**src/rtl/fetch_queue.sv**
```systemverilog
// Dual-issue fetch queue: a circular buffer that accepts fetch pairs and presents
// the two oldest {pc, instr} entries to decode.
module fetch_queue #(
    parameter int DEPTH = 8,
    parameter int WIDTH = 32
) (
    input  logic                     clk,
    input  logic                     reset,
    input  logic [WIDTH-1:0]         instrf,
    input  logic [WIDTH-1:0]         instrf2,
    input  logic [WIDTH-1:0]         pcf,
    input  logic                     validf,
    input  logic                     flushd,
    input  logic [1:0]               popd,
    output logic                     stallf,
    output logic [WIDTH-1:0]         instrd,
    output logic [WIDTH-1:0]         instrd2,
    output logic [WIDTH-1:0]         pcd,
    output logic [WIDTH-1:0]         pcd2,
    output logic                     validd,
    output logic                     validd2,
    output logic [$clog2(DEPTH):0]   count,
    output logic                     underrun
);
    localparam int AW = $clog2(DEPTH);
    localparam int CW = AW + 1;

    typedef struct packed {
        logic [WIDTH-1:0] pc;
        logic [WIDTH-1:0] instr;
    } entry_t;

    entry_t          r_mem [DEPTH];
    logic [AW-1:0]   r_head;
    logic [AW-1:0]   r_tail;
    logic [CW-1:0]   r_count;
    logic            r_underrun;

    logic [AW-1:0]   w_head1;
    logic [AW-1:0]   w_tail1;
    logic [CW-1:0]   w_pop_req;
    logic [CW-1:0]   w_pop;
    logic [CW-1:0]   w_push_amt;
    logic            w_push;
    entry_t          w_rd0;
    entry_t          w_rd1;

    assign w_head1 = r_head + AW'(1);
    assign w_tail1 = r_tail + AW'(1);

    // Stall looks only at registered occupancy so fetch never sees a pop-dependent path.
    assign stallf = (r_count > CW'(DEPTH - 2));
    assign w_push = validf & ~stallf;
    assign w_push_amt = w_push ? CW'(2) : CW'(0);

    always_comb begin
        w_pop_req = CW'(0);
        case (popd)
            2'd0:    w_pop_req = CW'(0);
            2'd1:    w_pop_req = CW'(1);
            default: w_pop_req = CW'(2);
        endcase
    end

    // Pop is bounded by occupancy before this cycle's push.
    assign w_pop = (w_pop_req > r_count) ? r_count : w_pop_req;

    always_ff @(posedge clk) begin
        if (reset) begin
            r_head     <= '0;
            r_tail     <= '0;
            r_count    <= '0;
            r_underrun <= 1'b0;
        end else if (flushd) begin
            r_head     <= '0;
            r_tail     <= '0;
            r_count    <= '0;
            r_underrun <= 1'b0;
        end else begin
            r_head     <= r_head + w_pop[AW-1:0];
            r_tail     <= r_tail + w_push_amt[AW-1:0];
            r_count    <= r_count + w_push_amt - w_pop;
            r_underrun <= (w_pop_req > r_count);
        end
    end

    // Storage is not reset; occupancy alone decides what is valid.
    always_ff @(posedge clk) begin
        if (!reset && !flushd && w_push) begin
            r_mem[r_tail]  <= '{pc: pcf, instr: instrf};
            r_mem[w_tail1] <= '{pc: pcf + WIDTH'(4), instr: instrf2};
        end
    end

    assign w_rd0    = r_mem[r_head];
    assign w_rd1    = r_mem[w_head1];
    assign instrd   = w_rd0.instr;
    assign pcd      = w_rd0.pc;
    assign instrd2  = w_rd1.instr;
    assign pcd2     = w_rd1.pc;
    assign validd   = (r_count >= CW'(1));
    assign validd2  = (r_count >= CW'(2));
    assign count    = r_count;
    assign underrun = r_underrun;
endmodule
```
**config.mk**
```make
export PLATFORM = sky130hd
export DESIGN_NAME = fetch_queue
export DESIGN_NICKNAME = d
export VERILOG_FILES = /design/src/rtl/fetch_queue.sv
export SDC_FILE = /design/constraint.sdc
export NUM_CORES = 1
export LEC_CHECK = 0
export BUFFER_PORTS_ARGS = -buffer_cell sky130_fd_sc_hd__buf_2
export CAP_MARGIN = 20
export CORE_ASPECT_RATIO = 1.4
export CORE_MARGIN = 2
export CORE_UTILIZATION = 60
export DETAILED_ROUTE_END_ITERATION = 16
export GPL_ROUTABILITY_DRIVEN = 0
export HOLD_SLACK_MARGIN = 0.06
export PLACE_DENSITY = 0.8
export SETUP_SLACK_MARGIN = 0.4
export SYNTH_ARGS = -nofsm -noshare
export SYNTH_HDL_FRONTEND = slang
export SYNTH_SLANG_ARGS = --single-unit
```
**constraint.sdc**
```tcl
create_clock -name clk -period 6.8 [get_ports clk]
set_input_delay 1.36 -clock clk [delete_from_list [all_inputs] [get_ports clk]]
set_output_delay 1.36 -clock clk [all_outputs]
set_load 0.02 [all_outputs]
```
Word level (Yosys, flattened, before mapping) --
Memory sizes are Yosys's and may differ from the RTL's. A register that Yosys moved wholly into a read port is not among the register bits. Cells that the tools add are included. W data, S select, Z words.
Operators by class: add/subtract/negate cells 7, magnitude comparators 4, div/mod/pow operators 0, eq/ne operators 1, bitwise operators 2, $mul 0, shifts and indexed selects 0, reduce and logical (&&, ||, !) cells 6, multiplexer cells 6
Operators by type and width (count):
- $add A32 B3 Y32 const B | 1
- $add A3 B1 Y3 const B | 2
- $add A4 B2 Y4 | 1
- $ge A4 B1 Y1 const B | 1
- $ge A4 B2 Y1 const B | 1
- $gt A4 B3 Y1 const B | 1
- $gt A4 B4 Y1 | 1
- $mux W4 | 1
- $pmux W2 S2 | 1
- $sub A4 B4 Y4 | 1
- $add A3 B2 Y3 | 1
- $add A3 B3 Y3 | 1
- $mux W3 | 1
- $eq A2 B1 Y1 const B | 1
- $logic_and A1 B1 Y1 | 2
- $logic_not A1 Y1 | 2
- $logic_not A2 Y1 | 1
- $mux W1 | 2
- $mux W2 | 1
- $reduce_or A2 Y1 | 1
- $and A1 B1 Y1 | 1
- $not A1 Y1 | 1
Storage, ports and cells: input bits 102, flip-flop bits (word level) 11, logic and storage cells 31, memories kept 1, bits in latches 0, ROM bits 0, memory bits (writable) 512, output and inout bits 136
Memory list:
- r_mem | words 8, bits a word 64, rd ports 2, clocked after Yosys merged registers in 1, write ports 2, RTL line 33 | entry_t r_mem [DEPTH];

Depth between registers and ports, before layout --
Gate-level depths: netlist of the first run.
depth after elaboration 6, gate-level depth with buffers 12

Worst setup path after synthesis of the first run --
No wires, ideal clock.
path type input to register, start input reset, end memory r_mem[4][0] (netlist bit) (enable), buffers on the path 1, library setup time 540 ps, cell stages on the path 4, setup slack 614 ps, data arrival time 5646 ps, required time 6260 ps, cell sequence nor4b_2 nand4_1 clkinv_1 clkbuf_1
RTL lines:
- start, declared | RTL line 8 | input logic reset,
- end, declared | RTL line 33

==> summary.txt, run 1 <==
status - finished clean
CP endpoint kind - output pin
proportion of layout cells with a drive suffix above 1 - 0.365
Syn Inst Count - 1789
Die ar. - 46800 sq um
Reg clk slew, reported paths - 0.06 ns
area delta synth->final - 11.6%
ys async rst share - 0
launching point of the worst reg2reg path - count[3]
Via Count - 16788
CTS buffer count - 49
# DRC - 0
pin count of the biggest net entering global routing - 103
Fill cells - 3009
leakage - 10.2 nW
post-synthesis sequential area ratio - 0.567
Req. time, crit path - 5.44 ns
hold_sp - r_tail[2]
RSZ-0062 raised after global routing - false
drt first pass iters - 8
hold crit path type - flop to flop
CTS root buf - clkbuf_16
Netlist Area Pre-Place - 27000 sq um
Max H-tree Level - 2
placed cell count - 2467
Die H - 255 um
initial antenna violation count - 10
Netlist cell types - 43
initial core utilization - 0.604
Fmax - 0.191 GHz
HPWL after DPL - 39.2 mm
CTS Buffer Depth - 3
post_cts resized - 0
# setup viols final - 0
# clock sinks - 514
Max-Slew Margin vs Limit - 0.286
Max-Cap Viols - 0
DR vias/cell - 6.56
final layout net count - 2071
worst-margin pin slew - 1.07 ns
area leader, netlist - edfxtp_1
Synth area leaders - edfxtp_1 (56%), mux4_2 (21%), nand2_1 (6.1%), mux2_2 (5.2%), xor2_1 (2.4%)
Routed wire per std cell - 24.9 um
CTS tree - built
post-synthesis average cell area - 15.1 sq um
Final min period - 5.24 ns
grt ovf - 0
Fin. Hold Viols - 0
Core Area - 44800 sq um
Final Slew Violations - 0
IO Pins - 238
worst setup path startpoint - r_head[0]
non-filler cells, final - 2560
IO Port Bufs - 237
PwrDens - 284 nW/um^2
most common library cells after synthesis - edfxtp_1 (504), nand2_1 (441), mux4_2 (252)
row cnt - 92
YS warnings - 0
critical path type - flop to output pin
Final Cycle Share - 0.770
Die Wd - 183 um
Final Skew - 0.0148 ns
vias in the first global route - 17305
post-route ant nets - 0
WP data arrival - 3.88 ns
pre-CTS setup slack - 2.09 ns
fin area - 30200 sq um
DRT Wirelength - 63.6 mm
Max IR drop VDD - 0.228 mV
worst setup margin - 1.56 ns
register bit count reported by yosys - 514
Hold Buf Count CTS - 0
EDFF count, synth - 504
Post-DP Area - 28600 sq um
Max FO, Critical Path - 63
Post-Syn Nets - 1905
TNS Setup - 0 ns
Top FF cell, synth - edfxtp_1
DR iter-0 viols - 1314
most common cell in the netlist - edfxtp_1
clk_lat worst skew - 0.58 ns
share of the synthesized area in the top cell type - 0.560
total track usage - 0.275
first-pass GRT wire length - 97.1 mm
Startpoint Class - flop
post-CTS setup buffer count - 0
[metal layers]
metal  share of wire  global-route usage
met1            0.34               0.329
met2            0.54               0.496
met3           0.078              0.0507
met4           0.035               0.107
met5          0.0016                   0
[final timing paths]
check,depth (start not counted),slack [ns],to
worst min-delay path,2,0.60,r_tail[2]
worst max-delay path,5,1.56,instrd[10]
worst min register to register,2,0.60,r_tail[2]
worst max register to register,6,3.25,r_mem[3][11]
[stage by stage]
step                hold WS (ns)  total power, mW   util
floorplan                  0.544             5.32      -
global placement           0.565             5.89  0.638
detailed placement         0.584             5.94  0.638
CTS                        0.596             8.62  0.673
global route               0.637             8.90  0.674
finish                     0.601             8.58  0.674
[flip-flops by register name, summed over array words and instances, names as in the netlist]
name / flops
underrun: 1
count: 4
r_head: 3
r_mem: 504
r_tail: 2
[placed cells by master, fill, tap and decap left out, types with 9 or more instances in the layout]
master,n
xnor2_1,47
nor2_1,23
nor4_1,44
nand3_1,16
mux4_2,252
clkbuf_16,51
edfxtp_1,504
nor3_1,22
clkinv_1,16
xor2_1,73
clkbuf_1,9
buf_2,238
inv_1,11
ha_1,10
buf_4,21
mux2_2,124
nand4_1,11
nand2_1,441
[cells by family (layout without fill, tap and decap cells)]
| group | Yosys count | count (layout) | share of synthesized area |
|---|---|---|---|
| and+or+nand+nor | 589 | 589 | 0.0951 |
| DFF | 514 | 514 | 0.567 |
| xor gates and xnor gates | 121 | 121 | 0.0392 |
| adders and majority gates | 14 | 14 | 0.00731 |
| AOI/OAI and AO/OA | 10 | 10 | 0.00245 |
| muxes | 377 | 377 | 0.262 |
| buffers and inverters | 164 | 368 | 0.0265 |
| other | 0 | 3 | 0 |
[worst max-delay path, cell delays in order (launching register included)]
cell,delay [ns]
dfxtp_4,0.83
buf_4,0.54
buf_4,0.85
mux4_2,0.60
mux2_2,0.28
buf_2,0.16
[final cells by class]
type / count / area, sq um / area share
tap: 564 / 706 / 0.0234
timing repair buffer: 263 / 1430 / 0.0474
sequential: 514 / 15300 / 0.509
clock buffer: 60 / 1310 / 0.0434
inverter: 16 / 80.1 / 0.00265
clock inverter: 29 / 263 / 0.00871
antenna: 3 / 7.51 / 0.000249
multi-input combinational: 1111 / 11000 / 0.366
[power breakdown]
group | total (mW) | internal, mW | leakage, nW | switching (mW)
clock network | 2.70 | 1.55 | 0.765 | 1.15
logic | 2.20 | 1.01 | 4.81 | 1.20
registers | 3.67 | 3.58 | 4.63 | 0.0906
total | 8.58 | 6.14 | 10.2 | 2.44
Power figures use the tool's default switching activity.
==> inputs of run 2 (changes only) <==
==> constraint.sdc (replaced) <==
create_clock -name clk -period 5.4 [get_ports clk]
set_input_delay 1.08 -clock clk [delete_from_list [all_inputs] [get_ports clk]]
set_output_delay 1.08 -clock clk [all_outputs]
set_load 0.02 [all_outputs]
==> run 2 against run 1 <==
- non-clock buffer count increased by 3
- highest routed layer unchanged
- sequential cell count stayed put
- critical path type unchanged
- combinational power increased by 29%
- register-to-register slack got worse by 1.3 ns
- critical path depth unchanged
- sequential share of layout area fell by 0.061 points
- setup slack got worse by 0.86 ns
- via count decreased by 0.32%
==> summary.txt, run 2 (synthesis results as in run 1) <==
Hold Buf Count CTS - 0 (unchanged)
# DRC - 0 (unchanged)
row cnt - 92 (unchanged)
grt peak-use layer - met2
hold crit path type - flop to flop
Die Wd - 183 um (unchanged)
clk_lat worst skew - 0.58 ns (about the same)
Final Slew Violations - 0 (unchanged)
# clock sinks - 514 (unchanged)
CTS root buf - clkbuf_16
utilization after layout - 0.675 (+0.000811)
Final Skew - 0.0197 ns (+0.00489 ns)
CTS Buffer Depth - 3 (unchanged)
leakage - 10.2 nW (about the same)
IO Port Bufs - 237 (unchanged)
IO Pins - 238 (unchanged)
M3 GR Usage - 0.0512 (+0.000569)
Reg clk slew, reported paths - 0.06 ns (about the same)
pre-CTS setup slack - 1.27 ns (-0.816 ns)
first-pass GRT wire length - 97.8 mm (+0.74%)
max reg flops - 504 (unchanged)
Routed wire per std cell - 25.0 um (+0.57%)
critical path type - flop to output pin
Clock Power Share - 0.311 (-0.004)
proportion of layout cells with a drive suffix above 1 - 0.369 (+0.00364)
post-route ant nets - 0 (unchanged)
TNS Setup - 0 ns (unchanged)
HPWL after DPL - 39.1 mm (-0.45%)
CTS tree - built
CP delay by family, top - buffers and inverters
Final min period - 4.70 ns
Core Area - 44800 sq um (unchanged)
most frequent cells in the layout - edfxtp_1 (504), nand2_1 (441), mux4_2 (252), buf_2 (238), mux2_2 (124)
most common cell after layout, fill and taps aside - edfxtp_1
met1 usage - 0.334 (+0.00490)
most used cell along the critical path - buf_4
switching power - 3.10 mW (+27%)
Max-Cap Viols - 0 (unchanged)
vias in the first global route - 17314 (+0.052%)
Via Count - 16735 (-0.32%)
Max IR drop VDD - 0.316 mV (+39%)
CTS buffer count - 48 (-2.0%)
status - finished clean
DR vias/cell - 6.53 (-0.43%)
CP endpoint kind - output pin
total track usage - 0.278 (+0.00319)
area delta synth->final - 11.8%
Max FO, Critical Path - 50 (-21%)
Max-Slew Margin vs Limit - 0.301 (+0.0155)
Fmax - 0.213 GHz
Switching Fraction - 0.287 (+0.00315)
P_int - 7.69 mW (+25%)
Final Cycle Share - 0.870
initial antenna violation count - 11 (+1)
# setup viols final - 0 (unchanged)
PwrDens - 357 nW/um^2 (+26%)
WP data arrival - 3.62 ns (-0.26 ns)
Fin. Hold Viols - 0 (unchanged)
pin count of the biggest net entering global routing - 145 (+41%)
most flop-heavy register - r_mem
grt ovf - 0 (unchanged)
Die H - 255 um (unchanged)
final layout net count - 2073 (+0.097%)
Req. time, crit path - 4.32 ns (-1.12 ns)
post-CTS setup buffer count - 0 (unchanged)
peak per-stage delay on the critical path - 0.74 ns (-0.11 ns)
post_cts resized - 0 (unchanged)
DR iter-0 viols - 1617 (+23%)
worst setup margin - 0.703 ns (-0.858 ns)
Startpoint Class - flop
worst-margin pin slew - 1.05 ns (-0.0215 ns)
Worst Path Buf+Inv - 3 (unchanged)
initial core utilization - 0.604 (unchanged)
RSZ-0062 raised after global routing - false
Max H-tree Level - 2 (unchanged)
DRT Wirelength - 64.1 mm (+0.69%)
Cell Chain, Critical Path - buf_4, buf_4, mux4_2, mux2_2, buf_2
drt first pass iters - 6 (-2)
slowest CP cell - buf_4
Die ar. - 46800 sq um (unchanged)
routing usage on met2 - 0.499 (+0.00357)
part of the power in registers - 0.426 (-0.002)
Comb power frac - 0.262 (+0.005)
run 2: cell types whose count changed in the layout (fill, tap and decap cells not counted):
cell,before,now
clkinv_1,16,15
diode_2,3,4
clkinv_4,0,1
clkbuf_2,0,1
inv_6,5,4
clkinvlp_4,1,4
buf_4,21,19
buf_12,4,8
clkbuf_16,51,49
clkinv_2,5,10
clkbuf_1,9,4
inv_8,1,0
run 2: layout make-up:
class,instances,area [sq um]
sequential,514,15300
fill,3002,14600
multi-input combinational,1111,11000
timing repair buffer,266,1500
clock buffer,53,1240
tap,564,706
clock inverter,35,295
inverter,16,80.1
antenna,4,10.0
run 2: metal layers:
layer / wire, um / part of all wire
met2: 34600 / 0.54
met5: 85 / 0.0013
met1: 22000 / 0.34
met3: 5400 / 0.084
met4: 1990 / 0.031
run 2: per-stage QoR:
stage               hold slack (ns)  std cells  total power, mW  area, sq um
floorplan                     0.544       1789             6.69        27000
global placement              0.581       2469             7.46        28700
detailed placement            0.616       2470             7.53        28700
CTS                           0.629       2558             10.8        30200
global route                  0.650       2563             11.2        30200
finish                        0.625       2563             10.8        30200
run 2: worst paths after layout:
kind / cells after the start / slack (ns) / to / from
min: 2 / 0.63 / r_tail[2] / r_tail[2]
max reg2reg: 9 / 1.95 / r_mem[3][43] / count[3]
max: 5 / 0.70 / pcd2[31] / r_head[0]
min reg2reg: 2 / 0.63 / r_tail[2] / r_tail[2]
run 2: power groups by stage:
stage               Clock [mW]  Sequential (mW)  Combinational [mW]
floorplan                    0             4.65                2.04
global route              3.54             4.61                3.03
global placement             0             4.67                2.79
detailed placement           0             4.68                2.84
CTS                       3.39             4.60                2.86
finish                    3.36             4.60                2.83
run 2: worst min-delay path, stage by stage (launching register included):
cell and delay, ns:
dfxtp_1 0.38, xnor2_1 0.17, nor2_1 0.04
